[src/rtl/fetch_pkg.sv]
// Shared definitions for the instruction fetch stage.
// Holds the fetch FSM state encoding, the default reset PC and the NOP
// instruction used to fill an invalid IF/ID slot, plus a word-align helper.
package fetch_pkg;

    // Fetch FSM states:
    //   FETCH - request outstanding on pc, accept the response into IF/ID
    //   HOLD  - response captured while IF/ID was stalled, no request issued
    //   DROP  - redirected while a request was in flight; finish it, discard data
    typedef enum logic [1:0] {
        FETCH = 2'd0,
        HOLD  = 2'd1,
        DROP  = 2'd2
    } fetch_state_e;

    localparam logic [31:0] RESET_PC_DEFAULT = 32'h0000_0000;
    localparam logic [31:0] NOP_INSTR        = 32'h0000_0013;  // addi x0,x0,0

    // Instruction fetches are always word aligned; low two bits are forced to zero.
    function automatic logic [31:0] word_align(input logic [31:0] addr);
        return addr & 32'hFFFF_FFFC;
    endfunction

endpackage

[src/rtl/fetch_if.sv]
// Signal bundle between the fetch stage and its environment.
// Groups redirect/stall control from the pipeline, the instruction SRAM
// request/ack port and the registered IF/ID payload.
//   master : seen by fetch_unit (drives imem_req/addr, flush, if_*)
//   slave  : seen by the surrounding pipeline / SRAM model
interface fetch_if;
    // redirect and hazard control
    logic        pc_sel;
    logic [31:0] alu_target;
    logic        stall;
    // instruction SRAM port
    logic        imem_req;
    logic [31:0] imem_addr;
    logic        imem_ack;
    logic [31:0] imem_rdata;
    // downstream
    logic        flush;
    logic        if_valid;
    logic [31:0] if_pc;
    logic [31:0] if_instr;

    modport master (
        input  pc_sel, alu_target, stall, imem_ack, imem_rdata,
        output imem_req, imem_addr, flush, if_valid, if_pc, if_instr
    );

    modport slave (
        output pc_sel, alu_target, stall, imem_ack, imem_rdata,
        input  imem_req, imem_addr, flush, if_valid, if_pc, if_instr
    );
endinterface

[src/rtl/fetch_unit.sv]
// Instruction fetch stage: issues word reads to the instruction SRAM and fills the IF/ID register.
// Latency: IF/ID valid one cycle after imem_ack; one instruction per two cycles with a 1-cycle SRAM.
// Backpressure: stall freezes IF/ID; a response arriving under stall parks in a one-entry hold buffer.
//
// Ports:
//   clk, rst    single rising-edge clock, synchronous active-high reset
//   bus.pc_sel / bus.alu_target   taken branch/jump and its target (pc_sel wins over everything)
//   bus.stall                     hold IF/ID contents this cycle
//   bus.imem_req / imem_addr      SRAM read request; address held stable until imem_ack
//   bus.imem_ack / imem_rdata     SRAM response, data valid in the ack cycle
//   bus.flush                     combinational copy of pc_sel, kills ID/EX downstream
//   bus.if_valid / if_pc / if_instr   registered IF/ID payload (if_instr = NOP when invalid)
module fetch_unit #(
    parameter logic [31:0] RESET_PC  = fetch_pkg::RESET_PC_DEFAULT,
    parameter logic [31:0] NOP_INSTR = fetch_pkg::NOP_INSTR
) (
    input  logic         clk,
    input  logic         rst,
    fetch_if.master      bus
);
    import fetch_pkg::*;

    fetch_state_e state_q, state_d;

    // Address of the current (or next) fetch. In DROP it already holds the
    // redirect target while drop_addr_q keeps the in-flight address alive.
    logic [31:0] pc_q,         pc_d;
    logic [31:0] drop_addr_q,  drop_addr_d;

    // One-entry buffer for a response that arrived while IF/ID was stalled.
    logic [31:0] hold_pc_q,    hold_pc_d;
    logic [31:0] hold_instr_q, hold_instr_d;

    // IF/ID register
    logic        if_valid_q,   if_valid_d;
    logic [31:0] if_pc_q,      if_pc_d;
    logic [31:0] if_instr_q,   if_instr_d;

    logic [31:0] pc_plus4;
    logic [31:0] redirect_pc;

    // Natural 32-bit wrap: 32'hFFFF_FFFC + 4 = 32'h0000_0000.
    assign pc_plus4    = pc_q + 32'd4;
    assign redirect_pc = word_align(bus.alu_target);

    // ------------------------------------------------------------------
    // Next-state and datapath
    // ------------------------------------------------------------------
    always_comb begin
        state_d      = state_q;
        pc_d         = pc_q;
        drop_addr_d  = drop_addr_q;
        hold_pc_d    = hold_pc_q;
        hold_instr_d = hold_instr_q;
        if_valid_d   = if_valid_q;
        if_pc_d      = if_pc_q;
        if_instr_d   = if_instr_q;

        // Unless something below loads a new instruction, an unstalled IF/ID
        // slot turns into a bubble; if_pc keeps its last value.
        if (!bus.stall) begin
            if_valid_d = 1'b0;
            if_instr_d = NOP_INSTR;
        end

        if (bus.pc_sel) begin
            // Redirect overrides stall and ack: kill the slot, drop the hold
            // buffer and point pc at the target.
            if_valid_d   = 1'b0;
            if_instr_d   = NOP_INSTR;
            hold_pc_d    = '0;
            hold_instr_d = '0;
            pc_d         = redirect_pc;
            unique case (state_q)
                FETCH: begin
                    if (!bus.imem_ack) begin
                        // The SRAM still owes us data for the old address;
                        // keep asking for it so the handshake stays legal.
                        state_d     = DROP;
                        drop_addr_d = pc_q;
                    end
                end
                DROP: begin
                    if (bus.imem_ack) begin
                        state_d = FETCH;
                    end
                end
                default: begin
                    state_d = FETCH;
                end
            endcase
        end else begin
            unique case (state_q)
                FETCH: begin
                    if (bus.imem_ack) begin
                        if (bus.stall) begin
                            hold_pc_d    = pc_q;
                            hold_instr_d = bus.imem_rdata;
                            state_d      = HOLD;
                        end else begin
                            if_valid_d = 1'b1;
                            if_pc_d    = pc_q;
                            if_instr_d = bus.imem_rdata;
                            pc_d       = pc_plus4;
                        end
                    end
                end
                HOLD: begin
                    // pc still equals hold_pc_q here; it advances on release.
                    if (!bus.stall) begin
                        if_valid_d = 1'b1;
                        if_pc_d    = hold_pc_q;
                        if_instr_d = hold_instr_q;
                        pc_d       = pc_plus4;
                        state_d    = FETCH;
                    end
                end
                DROP: begin
                    if (bus.imem_ack) begin
                        state_d = FETCH;
                    end
                end
                default: begin
                    state_d = FETCH;
                end
            endcase
        end
    end

    // ------------------------------------------------------------------
    // State registers
    // ------------------------------------------------------------------
    always_ff @(posedge clk) begin
        if (rst) begin
            state_q      <= FETCH;
            pc_q         <= RESET_PC;
            drop_addr_q  <= '0;
            hold_pc_q    <= '0;
            hold_instr_q <= '0;
            if_valid_q   <= 1'b0;
            if_pc_q      <= '0;
            if_instr_q   <= NOP_INSTR;
        end else begin
            state_q      <= state_d;
            pc_q         <= pc_d;
            drop_addr_q  <= drop_addr_d;
            hold_pc_q    <= hold_pc_d;
            hold_instr_q <= hold_instr_d;
            if_valid_q   <= if_valid_d;
            if_pc_q      <= if_pc_d;
            if_instr_q   <= if_instr_d;
        end
    end

    // ------------------------------------------------------------------
    // Outputs
    // ------------------------------------------------------------------
    // No request while parked in HOLD, and any in-flight request is abandoned
    // during reset.
    assign bus.imem_req  = !rst && (state_q != HOLD);
    assign bus.imem_addr = (state_q == DROP) ? drop_addr_q : pc_q;
    assign bus.flush     = bus.pc_sel;

    assign bus.if_valid  = if_valid_q;
    assign bus.if_pc     = if_pc_q;
    assign bus.if_instr  = if_instr_q;

endmodule

[src/flat_wrapper.sv]
// flat-port wrapper written by rule: the top's interface ports become plain ports
module fetch_unit_flat import fetch_pkg::*;
#(
    parameter logic [31:0] RESET_PC  = fetch_pkg::RESET_PC_DEFAULT,
    parameter logic [31:0] NOP_INSTR = fetch_pkg::NOP_INSTR
)
  (clk, rst, bus_pc_sel, bus_alu_target, bus_stall, bus_imem_ack, bus_imem_rdata, bus_imem_req, bus_imem_addr, bus_flush, bus_if_valid, bus_if_pc, bus_if_instr);
  fetch_if bus_i ();
  input  logic clk;
  input  logic rst;
  input wire logic [$bits(bus_i.pc_sel)-1:0] bus_pc_sel;
  input wire logic [$bits(bus_i.alu_target)-1:0] bus_alu_target;
  input wire logic [$bits(bus_i.stall)-1:0] bus_stall;
  input wire logic [$bits(bus_i.imem_ack)-1:0] bus_imem_ack;
  input wire logic [$bits(bus_i.imem_rdata)-1:0] bus_imem_rdata;
  output wire logic [$bits(bus_i.imem_req)-1:0] bus_imem_req;
  output wire logic [$bits(bus_i.imem_addr)-1:0] bus_imem_addr;
  output wire logic [$bits(bus_i.flush)-1:0] bus_flush;
  output wire logic [$bits(bus_i.if_valid)-1:0] bus_if_valid;
  output wire logic [$bits(bus_i.if_pc)-1:0] bus_if_pc;
  output wire logic [$bits(bus_i.if_instr)-1:0] bus_if_instr;
  assign bus_i.pc_sel = bus_pc_sel;
  assign bus_i.alu_target = bus_alu_target;
  assign bus_i.stall = bus_stall;
  assign bus_i.imem_ack = bus_imem_ack;
  assign bus_i.imem_rdata = bus_imem_rdata;
  assign bus_imem_req = bus_i.imem_req;
  assign bus_imem_addr = bus_i.imem_addr;
  assign bus_flush = bus_i.flush;
  assign bus_if_valid = bus_i.if_valid;
  assign bus_if_pc = bus_i.if_pc;
  assign bus_if_instr = bus_i.if_instr;
  fetch_unit #(.RESET_PC(RESET_PC), .NOP_INSTR(NOP_INSTR)) u_core (.clk(clk), .rst(rst), .bus(bus_i));
endmodule
[config.mk]
export PLATFORM = sky130hd
export DESIGN_NAME = fetch_unit_flat
export DESIGN_NICKNAME = d
export VERILOG_FILES = /design/src/rtl/fetch_pkg.sv /design/src/rtl/fetch_if.sv /design/src/rtl/fetch_unit.sv /design/src/flat_wrapper.sv
export SDC_FILE = /design/constraint.sdc
export NUM_CORES = 1
export LEC_CHECK = 0
export BUFFER_PORTS_ARGS = -buffer_cell sky130_fd_sc_hd__buf_2
export CAP_MARGIN = 20
export CORE_ASPECT_RATIO = 1.5
export CORE_MARGIN = 8
export CORE_UTILIZATION = 50
export CTS_CLUSTER_SIZE = 24
export DETAILED_ROUTE_END_ITERATION = 6
export HOLD_SLACK_MARGIN = 0.1
export PLACE_DENSITY = 0.74
export SLEW_MARGIN = 20
export SYNTH_ARGS = -nofsm -noshare
export SYNTH_HDL_FRONTEND = slang
export SYNTH_SLANG_ARGS = --single-unit
[constraint.sdc]
create_clock -name clk -period 2.25 [get_ports clk]
set_input_delay 0.45 -clock clk [delete_from_list [all_inputs] [get_ports clk]]
set_output_delay 0.45 -clock clk [all_outputs]
set_load 0.02 [all_outputs]
After elaboration in Yosys (flattened, before gate mapping)

Cells that the tools add are included.

$add $sub $neg: 1
Eq/ne operators: 10
Reductions and logical operators: 12
Multipliers: 0
Bitwise logic cells: 2
Magnitude comparators: 0
Div/mod/pow operators: 0
Shift-type cells: 0
Mux-type cells: 26

Operator list:

| cell                    | number |
|---|---|
| $mux W32                | 11 |
| $pmux W32 S2            | 3 |
| $add A32 B3 Y32 const B | 1 |
| $mux W2                 | 6 |
| $ne A3 B3 Y1 const B    | 4 |
| $ne A2 B2 Y1 const B    | 3 |
| $pmux W2 S3             | 1 |
| $reduce_and A3 Y1       | 2 |
| $reduce_and A5 Y1       | 1 |
| $pmux W2 S2             | 1 |
| $reduce_and A2 Y1       | 2 |
| $reduce_and A4 Y1       | 1 |
| $mux W1                 | 3 |
| $reduce_bool A3 Y1      | 1 |
| $eq A2 B1 Y1 const B    | 1 |
| $eq A2 B2 Y1 const B    | 1 |
| $logic_not A2 Y1        | 1 |
| $ne A2 B1 Y1 const B    | 1 |
| $not A1 Y1              | 2 |
| $pmux W1 S2             | 1 |
| $reduce_bool A2 Y1      | 1 |
| $reduce_or A2 Y1        | 1 |
| $logic_and A1 B1 Y1     | 1 |
| $logic_not A1 Y1        | 1 |

Input bits: 69
Flip-flop bits (word level): 195
RAM bits: 0
Latch bits: 0
Memory bits (read-only): 0
Memories kept: 0
Logic and storage cells: 60
Output and inout bits: 99

Longest topological paths before layout

Gate-level depths: netlist (run 1).

Depth in word-level cells: 5
Gate-level depth with buffers: 7
Depth with buffers taken out: 5

Worst setup path before layout (run 1)

Ideal clock, no wire load.

Path type: register to output
Start: reg u_core.state_q[0]
End: out bus_imem_addr[16]
Buffers on the path: 3
Required time: 1.800 ns
Cell stages (with the launch flop): 6
Slack: 0.234 ns
Arrival time: 1.566 ns
Cells stage by stage: dfxtp_1 -> buf_2 -> nor2b_1 -> clkbuf_1 -> buf_1 -> mux2_2

Cells in the longest elaborated chain, start to end: 2

RTL lines:

| item                     | line               | text |
|---|---|---|
| start: declaration       | fetch_unit.sv:23   | `fetch_state_e state_q, state_d;` |
| start signal: assignment | fetch_unit.sv:144  | `state_q <= state_d;` |
| $eq A2 B2 Y1             | fetch_unit.sv:161  | `assign bus.imem_addr = (state_q == DROP) ? drop_addr_q : pc_q;` |
| $mux W32                 | fetch_unit.sv:161  |  |
| end: declaration         | flat_wrapper.sv:17 | `output wire logic [$bits(bus_i.imem_addr)-1:0] bus_imem_addr;` |

No other way between the ends.

Worst setup path in the final report (run 1)

Start: reg u_core.state_q[0]
End: out bus_imem_addr[30]

The elaborated chain is that of the path after synthesis.

==> metrics.yaml, run 1 <==
logic_synthesis:
  synth_async_sr_flop_share_pct: 0
  avgSynthCellArea_um2: 7.88
  mappedNetlistArea_um2: 8350
  ys_types: 60
  yosysMostFrequentCell: "nand2_1"
  yosys_warnings: 0
  yosys_register_bits: 187
  postSynthCellCount: 1059
  synth_edf_count: 0
  netlist_top_cells_area: "dfxtp_1 45%, nand2_1 14%, a21oi_1 5.6%, a311oi_1 3.7%, mux2_2 3.5%"
  netlist.area_leader.share_pct: 44.8
  synthFlopType: "dfxtp_1"
  ys_seq_area_share_pct: 44.8
  ys_top_cells_by_count: "322 x nand2_1, 187 x dfxtp_1, 93 x a21oi_1, 73 x clkbuf_1, 61 x nor2_1"
  yosys.area.top_type: "dfxtp_1"
global_route:
  track_usage_pct: 23.4
  grt_pass1_wl_mm: 40.0
  gr-usage-met3_pct: 5.59
  antenna_found_initial: 0
  grt_pass1_vias: 7758
  grt_util_met1_pct: 25.5
  grt.overflow.total: 0
  grt_max_degree: 63
  grt_use_met2_pct: 40.9
  gr-max-usage-layer: "met2"
critical_path:
  cp_max_fo: 5
  reg2reg_from: "u_core.pc_q[3]$_SDFFE_PP0P_"
  crit_path_end_kind: "output port"
  worstPathArrival_ns: 1.81
  r2r_cells: 6
  critPathLaunchType: "flip-flop"
  r2r_slack_ns: 0.25
  path_class: "flip-flop to output port"
  worstReg2RegEnd: "u_core.pc_q[20]$_SDFFE_PP0P_"
  worstPathRequired_ns: 1.80
detailed_routing:
  drc_errors: 0
  drt-total-wl_mm: 25.7
  viasPerCell: 5.73
  drt_pass1_iterations: 5
  vias: 8157
  wl_per_cell_um: 18.1
  antenna_left: 0
  drt_iter0_drc: 657
run_status:
  violations: "setup timing"
  status: "finished with violations"
timing:
  grt_setup_unrepaired: "true"
  hold_viol: 0
  hold_slack_ns: 0.246
  slew_violations: 0
  finClkSkew_ns: 0.0124
  post-route-period-util_pct: 101
  worst_slack_ns: -0.0121
  slew_headroom_pct: 65.8
  max_freq_ghz: 0.442
  fin_crit_ns: 2.26
  tightest_slew_ns: 0.512
  setup-tns-final_ns: -0.0411
  finalSetupViolCount: 7
cts:
  cts_root_buf: "clkbuf_16"
  htreeDepth: 4
  cts_made_buffers: 17
  clkSinkCount: 187
  clk_path_buf_depth: 2
  clk_pin_slew_ns: 0.08
  insertion_delay_ns: 0.44
  cts_tree: "built"
finish:
  final_util_pct: 63.3
  syn2layout_area_growth_pct: 25.4
  diodes: 0
  design_area_um2: 10500
  fin_nets: 1270
  drive_gt1_share_pct: 25.1
  multi_input_area_um2: 4210
  ff_latch_area_um2: 3750
  fillCellCount: 1480
floorplan:
  design.die.area_um2: 21200
  fp.dieW_um: 122
  core-area_um2: 16500
  core.rowCount: 58
  ios: 168
  start_util_pct: 50.5
  die_h_um: 174
pwr:
  seqPwrFrac_pct: 46.6
  p_total_uw: 7530
  combPwrFrac_pct: 14.1
  p_switching_uw: 2200
  peakVddDrop_uv: 473
  switching_share_pct: 29.2
  p_int_uw: 5330
  power.density_nw_per_um2: 719
  clock_power_share_pct: 39.3
  leakage_uw: 0.00398
min_path:
  min_from: "bus_imem_rdata[24]"
  hold_end: "u_core.hold_instr_q[24]$_SDFFE_PP0P_"
  hold_depth: 3
  hold_path.class: "input pin to flip-flop"
placement:
  portBuffers: 161
  dpl-instance-area_um2: 9530
  dp_hpwl_mm: 16.7
  gp_congestion: 0.810
flow_run:
  max_cap_viol_count: 0
## cell families after synthesis
kind of cell | synth area share [%]
AO/OA/AOI/OAI | 17.4
XOR/XNOR | 0.734
adder cells (fa/ha/maj) | 0.150
buffers and inverters | 6.16
flip-flops | 44.8
multiplexers | 3.51
other | 0.0449
AND/OR/NAND/NOR | 27.2
## per-layer routing
metal  vias to the layer above  wire, um
met5                         -         0
met4                         0      1170
met3                        56      1830
met2                       300     13000
met1                      3873      9700
li1                       3928         -
## metrics by stage
| step | instances | worst slack [ns] |
|---|---|---|
| final | 1423 | -0.0121 |
| after detailed placement | 1381 | 0.266 |
| after global placement | 1381 | 0.303 |
| after CTS | 1413 | 0.0105 |
| after floorplan | 1062 | 0.234 |
| after global routing | 1423 | -0.0653 |
## sequential cells by signal, summed over array words and instances, names as in the netlist
name / flops
u_core.hold_pc_q: 30
u_core.hold_instr_q: 32
u_core.pc_q: 30
u_core.bus.if_valid: 1
u_core.bus.if_instr: 32
u_core.drop_addr_q: 30
u_core.bus.if_pc: 30
u_core.state_q: 2
## placed cells by master, fill, tap and decap left out, types with 17 or more instances in the layout
cell / count
buf_2: 138
nor2_1: 61
a311oi_1: 35
nand3b_1: 31
a31oi_1: 29
a21oi_1: 93
mux2_4: 17
dfxtp_1: 185
nand2_1: 321
clkbuf_16: 20
buf_4: 54
buf_6: 23
## power groups by stage
stage                     Combinational (uW)  Sequential, uW  Clock (uW)
after floorplan                          553            3610           0
after global placement                   958            3580           0
after detailed placement                 967            3580           0
after CTS                                972            3510        3000
after global routing                    1150            3520        3160
final                                   1060            3510        2960
## worst max-delay path, stage by stage (launching register included)
cell	delay, ns
dfxtp_4	0.37
nor2b_4	0.20
buf_6	0.15
buf_12	0.14
mux2_2	0.35
buf_2	0.16
## final cells by class
class	instances	share of cell area, %
clock buffer	17	4.06
clock inverter	15	1.43
tap	210	2.51
sequential	187	35.8
multi-input combinational	754	40.2
inverter	12	0.430
timing repair buffer	228	15.5
## how the worst max path moves through the flow
stage,slack (ns),startpoint,cells after the start,end
after floorplan,0.23,u_core.state_q[0]$_SDFFE_PP0P_,5,bus_imem_addr[16]
after global placement,0.30,u_core.pc_q[3]$_SDFFE_PP0P_,6,u_core.pc_q[20]$_SDFFE_PP0P_
after detailed placement,0.27,u_core.pc_q[3]$_SDFFE_PP0P_,6,u_core.pc_q[20]$_SDFFE_PP0P_
after CTS,0.01,u_core.state_q[1]$_SDFFE_PP0P_,4,bus_imem_addr[14]
after global routing,-0.07,u_core.state_q[0]$_SDFFE_PP0P_,5,bus_imem_addr[4]
final,-0.01,u_core.state_q[0]$_SDFFE_PP0P_,5,bus_imem_addr[30]
## timing repair
action / CTS / global route
setup buffers: 0 / 7
endpoints found under the setup margin: 4 / 26
gates cloned: 0 / 3
hold endpoints to repair: 0 / 0
hold buffers: 0 / 0
gates resized for setup: 1 / 68
No activity file was read; power rests on OpenSTA's default activity.
==> run 2, diff against run 1 <==
--- a/config.mk
+++ b/config.mk
@@ -12,2 +12,3 @@
 export CORE_UTILIZATION = 50
+export CTS_BUF_LIST = sky130_fd_sc_hd__clkbuf_16
 export CTS_CLUSTER_SIZE = 24
--- a/constraint.sdc
+++ b/constraint.sdc
@@ -3,2 +3,2 @@
 set_output_delay 0.45 -clock clk [all_outputs]
-set_load 0.02 [all_outputs]
+set_load 0.005 [all_outputs]
==> run 2 against run 1 <==
Against the previous run:
- the flow now finishes without violations
- hold slack gained 0.012 ns
- via count shrank 2.3%
- non-clock buffer count shrank 12
- fmax grew 4.5%
- combinational power shrank 20%
- global-route usage shrank 0.73 points
==> metrics.yaml, run 2 (synthesis results as in run 1) <==
critical_path:
  r2r_cells: 6
  crit_path_end_kind: "output port"
  worstReg2RegEnd: "u_core.pc_q[20]$_SDFFE_PP0P_"
  path_class: "flip-flop to output port"
  critPathLaunchType: "flip-flop"
  reg2reg_from: "u_core.pc_q[2]$_SDFFE_PP0P_"
  worstPathRequired_ns: 1.80
  r2r_slack_ns: 0.31
  cp_max_fo: 34
  worstPathArrival_ns: 1.71
flow_run:
  max_cap_viol_count: 0
cts:
  cts_tree: "built"
  cts_hold_buffers: 0
  clk_path_buf_depth: 2
  cts_made_buffers: 17
  insertion_delay_ns: 0.43
  post_cts_buffers: 0
  clk_pin_slew_ns: 0.07
  htreeDepth: 4
  clkSinkCount: 187
  post_cts_resized: 0
  cts_root_buf: "clkbuf_16"
pwr:
  seqPwrFrac_pct: 48.6
  power.density_nw_per_um2: 719
  clock_power_share_pct: 39.6
  switching_share_pct: 26.7
  p_switching_uw: 1930
  leakage_uw: 0.00381
  p_int_uw: 5300
  combPwrFrac_pct: 11.8
  peakVddDrop_uv: 495
placement:
  place_inst: 1379
  dp_hpwl_mm: 16.7
  portBuffers: 161
  gp_congestion: 0.809
floorplan:
  fp.dieW_um: 122
  core-area_um2: 16500
  start_util_pct: 50.5
  design.die.area_um2: 21200
  core.rowCount: 58
  ios: 168
  die_h_um: 174
timing:
  post-route-period-util_pct: 96.2
  grt_setup_unrepaired: "false"
  finClkSkew_ns: 0.00616
  slew_violations: 0
  max_freq_ghz: 0.462
  finalSetupViolCount: 0
  fin_crit_ns: 2.16
  hold_viol: 0
  setup-tns-final_ns: 0
global_route:
  grt_pass1_vias: 7448
  grt.overflow.total: 0
  track_usage_pct: 22.7
  grt_max_degree: 69
  antenna_found_initial: 0
  grt_pass1_wl_mm: 38.7
finish:
  syn2layout_area_growth_pct: 20.3
  drive_gt1_share_pct: 23.9
  final_common_cell: "nand2_1"
  fin_nets: 1258
  final_cells: 1412
  layout_common_cells: "321 x nand2_1, 187 x dfxtp_1, 161 x buf_2, 93 x a21oi_1, 61 x nor2_1"
min_path:
  hold_end: "u_core.hold_instr_q[3]$_SDFFE_PP0P_"
  hold_depth: 3
  min_from: "bus_imem_rdata[3]"
  hold_path.class: "input pin to flip-flop"
detailed_routing:
  drt_iter0_drc: 603
  viasPerCell: 5.64
  drc_errors: 0
  vias: 7969
  drt_pass1_iterations: 5
  antenna_left: 0
  drt-total-wl_mm: 24.3
  wl_per_cell_um: 17.2
run_status:
  status: "complete, no violations"
## run 2: cell count changes in the layout (fill, tap and decap cells not counted), sizes merged
cell	change
buf	-9
inv	-5
clkinv	+4
clkbuf	-3
bufinv	+1
diode	+1
## run 2: power by group through the flow
| stage | combinational [uW] | clock [uW] | sequential [uW] |
|---|---|---|---|
| floorplan | 497 | 0 | 3560 |
| global placement | 845 | 0 | 3580 |
| global route | 935 | 3040 | 3520 |
| finish | 852 | 2860 | 3510 |
| detailed placement | 857 | 0 | 3580 |
| CTS | 861 | 2900 | 3510 |
## run 2: routing by layer
layer | wire length, um | global-route usage, %
met2 | 12500 | 39.1
met3 | 1520 | 5.20
met1 | 9370 | 25.5
met5 | 0 | 0
met4 | 913 | 11.3
## run 2: critical path: stages, from the launching register on
cell     delay, ns
dfxtp_1       0.36
nor2b_4       0.18
buf_12        0.23
mux2_2        0.38
buf_2         0.13
## run 2: layout make-up
type / count / area (um2)
repair buffers: 216 / 1290
fillers: 1524 / 6500
well taps: 210 / 263
clock buffers: 17 / 425
multi-input cells: 754 / 4150
flip-flops and latches: 187 / 3740
inverters: 12 / 45.0
diodes: 1 / 2.50
clock inverters: 15 / 125
## run 2: per-stage QoR
step | hold WS (ns) | total power (uW) | instance area (um2) | setup WS [ns] | util, %
finish | 0.258 | 7220 | 10000 | 0.0862 | 60.7
global route | 0.253 | 7500 | 10000 | 0.00619 | 60.7
CTS | 0.243 | 7270 | 10000 | 0.0338 | 60.7
detailed placement | 0.446 | 4440 | 9490 | 0.329 | 57.3
global placement | 0.438 | 4430 | 9490 | 0.347 | 57.3
floorplan | 0.433 | 4060 | 8360 | 0.285 | -
## run 2: worst max-delay path by stage
stage / cells after the start / startpoint / end
4_1_cts: 4 / u_core.state_q[1]$_SDFFE_PP0P_ / bus_imem_addr[30]
2_1_floorplan: 5 / u_core.state_q[0]$_SDFFE_PP0P_ / bus_imem_addr[16]
6_report: 4 / u_core.state_q[1]$_SDFFE_PP0P_ / bus_imem_addr[29]
5_1_grt: 4 / u_core.state_q[1]$_SDFFE_PP0P_ / bus_imem_addr[29]
3_3_place_gp: 6 / u_core.pc_q[2]$_SDFFE_PP0P_ / u_core.pc_q[20]$_SDFFE_PP0P_
3_5_place_dp: 6 / u_core.pc_q[2]$_SDFFE_PP0P_ / u_core.pc_q[20]$_SDFFE_PP0P_
==> run 3, diff against run 2 <==
Settings changed: ABC_AREA from default to 1.
==> run 3 against run 2 <==
Against the previous run:
- largest power group unchanged
- area after synthesis decreased by 2.4%
- design area down 3.3%
- critical path type unchanged
- highest routed layer is now met5
- cell count is 7.1% higher
- flip-flop and latch count unchanged
- die area shrank 2.2%
- clock skew increased by 0.0030 ns
- first-iteration DRC count is 1.3% lower
- hold slack better by 0.00064 ns
- synthesized cell count increased by 9.4%
- global-route usage grew 1.2 points
- routed wire length grew 2.3%
- register-to-register slack better by 0.04 ns
==> metrics.yaml, run 3 <==
logic_synthesis:
  ys_top_cells_by_count: "300 x nand2_1, 187 x dfxtp_1, 160 x o21ai_0, 137 x nor2_1, 86 x a21oi_1"
  avgSynthCellArea_um2: 7.03
  mappedNetlistArea_um2: 8140
  yosysMostFrequentCell: "nand2_1"
  synth_edf_count: 0
  ys_types: 36
  synthFlopType: "dfxtp_1"
  ys_seq_area_share_pct: 46.0
  yosys_warnings: 0
  netlist_top_cells_area: "dfxtp_1 46%, nand2_1 14%, o21ai_0 9.8%, nor2_1 6.3%, a21oi_1 5.3%"
  yosys.area.top_type: "dfxtp_1"
  netlist.area_leader.share_pct: 46.0
  synth_async_sr_flop_share_pct: 0
  yosys_register_bits: 187
  postSynthCellCount: 1159
critical_path:
  crit_path_end_kind: "output port"
  worstPathRequired_ns: 1.80
  cp_max_fo: 20
  r2r_slack_ns: 0.35
  r2r_cells: 10
  reg2reg_from: "u_core.pc_q[2]$_SDFFE_PP0P_"
  critPathLaunchType: "flip-flop"
  worstPathArrival_ns: 1.73
  worstReg2RegEnd: "u_core.pc_q[30]$_SDFFE_PP0P_"
  path_class: "flip-flop to output port"
finish:
  fin_nets: 1363
  drive_gt1_share_pct: 18.6
  diodes: 0
  final_cells: 1512
  layout_common_cells: "300 x nand2_1, 187 x dfxtp_1, 161 x buf_2, 160 x o21ai_0, 135 x nor2_1"
  final_common_cell: "nand2_1"
  syn2layout_area_growth_pct: 19.2
  fillCellCount: 1522
placement:
  portBuffers: 161
  dp_hpwl_mm: 17.4
  pre_cts_slack_ns: 0.230
  gp_congestion: 0.903
  place_inst: 1478
timing:
  worst_slack_ns: 0.0745
  max_freq_ghz: 0.460
  grt_setup_unrepaired: "false"
  slew_headroom_pct: 56.9
  post-route-period-util_pct: 96.7
  slew_violations: 0
  tightest_slew_ns: 0.645
  fin_crit_ns: 2.18
  setup-tns-final_ns: 0
  finalSetupViolCount: 0
  hold_viol: 0
  finClkSkew_ns: 0.00920
global_route:
  gr-max-usage-layer: "met2"
  grt_max_degree: 42
  gr-usage-met3_pct: 6.34
  grt_pass1_vias: 8073
  antenna_found_initial: 2
  grt_use_met2_pct: 42.7
  track_usage_pct: 23.9
  grt_util_met1_pct: 25.7
  grt_pass1_wl_mm: 40.1
  grt.overflow.total: 0
cts:
  cts_hold_buffers: 0
  clk_pin_slew_ns: 0.08
  insertion_delay_ns: 0.42
  cts_root_buf: "clkbuf_16"
  cts_tree: "built"
  clk_path_buf_depth: 2
  clkSinkCount: 187
  cts_made_buffers: 17
  htreeDepth: 4
floorplan:
  start_util_pct: 50.8
  ios: 168
  design.die.area_um2: 20700
  fp.dieW_um: 120
  die_h_um: 172
  core.rowCount: 57
  core-area_um2: 16000
pwr:
  leakage_uw: 0.00403
  power.density_nw_per_um2: 752
  peakVddDrop_uv: 638
detailed_routing:
  drt_pass1_iterations: 5
  drt-total-wl_mm: 24.9
  antenna_left: 0
  drt_iter0_drc: 595
  wl_per_cell_um: 16.4
  viasPerCell: 5.43
  drc_errors: 0
  vias: 8214
flow_run:
  max_cap_viol_count: 0
min_path:
  hold_depth: 3
  hold_end: "u_core.hold_instr_q[7]$_SDFFE_PP0P_"
  min_from: "bus_imem_rdata[7]"
  hold_path.class: "input pin to flip-flop"
run_status:
  status: "complete, no violations"
==> run 3: cell types whose count changed after synthesis, sizes merged, moves of 31 or more <==
cell,change
a311oi,-33
inv,+58
a31oi,+31
nand3b,-31
o21ai,+156
nor2,+82
clkbuf,-33
==> run 3: routing by layer <==
layer  up-vias  share of wire, %
met1      3771                38
met2       292                50
met4         4               3.7
li1       4084                 -
met5         -             0.089
met3        63               7.5
==> run 3: cells by family (layout without fill, tap and decap cells) <==
group / Yosys count / in the layout / synth area share (%)
xor+xnor: 7 / 7 / 0.753
fa+ha+maj: 1 / 1 / 0.154
simple gates: 479 / 479 / 23.0
compound gates: 335 / 335 / 22.3
buf+inv: 149 / 293 / 7.73
other cells: 1 / 4 / 0.0460
flops: 187 / 187 / 46.0
==> run 3: metrics by stage <==
| stage | cell area (um2) | hold WS, ns | total power (uW) | utilization [%] |
|---|---|---|---|---|
| after global routing | 9710 | 0.261 | 7580 | 60.5 |
| after CTS | 9700 | 0.250 | 7340 | 60.5 |
| after floorplan | 8160 | 0.430 | 4110 | - |
| final | 9710 | 0.259 | 7310 | 60.5 |
| after detailed placement | 9120 | 0.446 | 4460 | 56.8 |
| after global placement | 9120 | 0.439 | 4440 | 56.8 |
==> run 3: how the worst max path moves through the flow <==
stage	slack, ns	start	endpoint	cells after the start
CTS	0.03	u_core.state_q[1]$_SDFFE_PP0P_	bus_imem_addr[10]	7
finish	0.07	u_core.state_q[1]$_SDFFE_PP0P_	bus_imem_addr[27]	6
global route	0.01	u_core.state_q[1]$_SDFFE_PP0P_	bus_imem_addr[27]	6
global placement	0.26	bus_stall	u_core.bus.if_pc[3]$_SDFFE_PP0P_	9
detailed placement	0.23	bus_stall	u_core.bus.if_pc[2]$_SDFFE_PP0P_	9
floorplan	0.63	bus_stall	u_core.pc_q[12]$_SDFFE_PP0P_	10
==> run 3: timing repair <==
item	CTS	global route
endpoints found under the setup margin	25	12
resized for setup	0	2
setup buffers	2	0
cloned	0	0
pin swaps	1	0
==> run 3: final cells by class <==
type	count	area [um2]	area share (%)
multi-input combinational	826	3800	39.2
sequential	187	3740	38.6
timing repair buffer	191	1080	11.1
clock buffer	17	425	4.38
inverter	70	265	2.73
tap	206	258	2.65
clock inverter	15	139	1.43
==> run 3: where the power goes <==
| part | switching, uW | internal (uW) |
|---|---|---|
| logic | 517 | 295 |
| registers | 115 | 3470 |
| clock network | 1360 | 1550 |
| total | 2000 | 5310 |
==> run 3: worst max-delay path, stage by stage, from the launching register on <==
cell and delay [ns]:
dfxtp_1 0.36, inv_1 0.13, nor2_4 0.22, buf_4 0.25, nand2_1 0.06, o21ai_0 0.11
buf_2 0.16
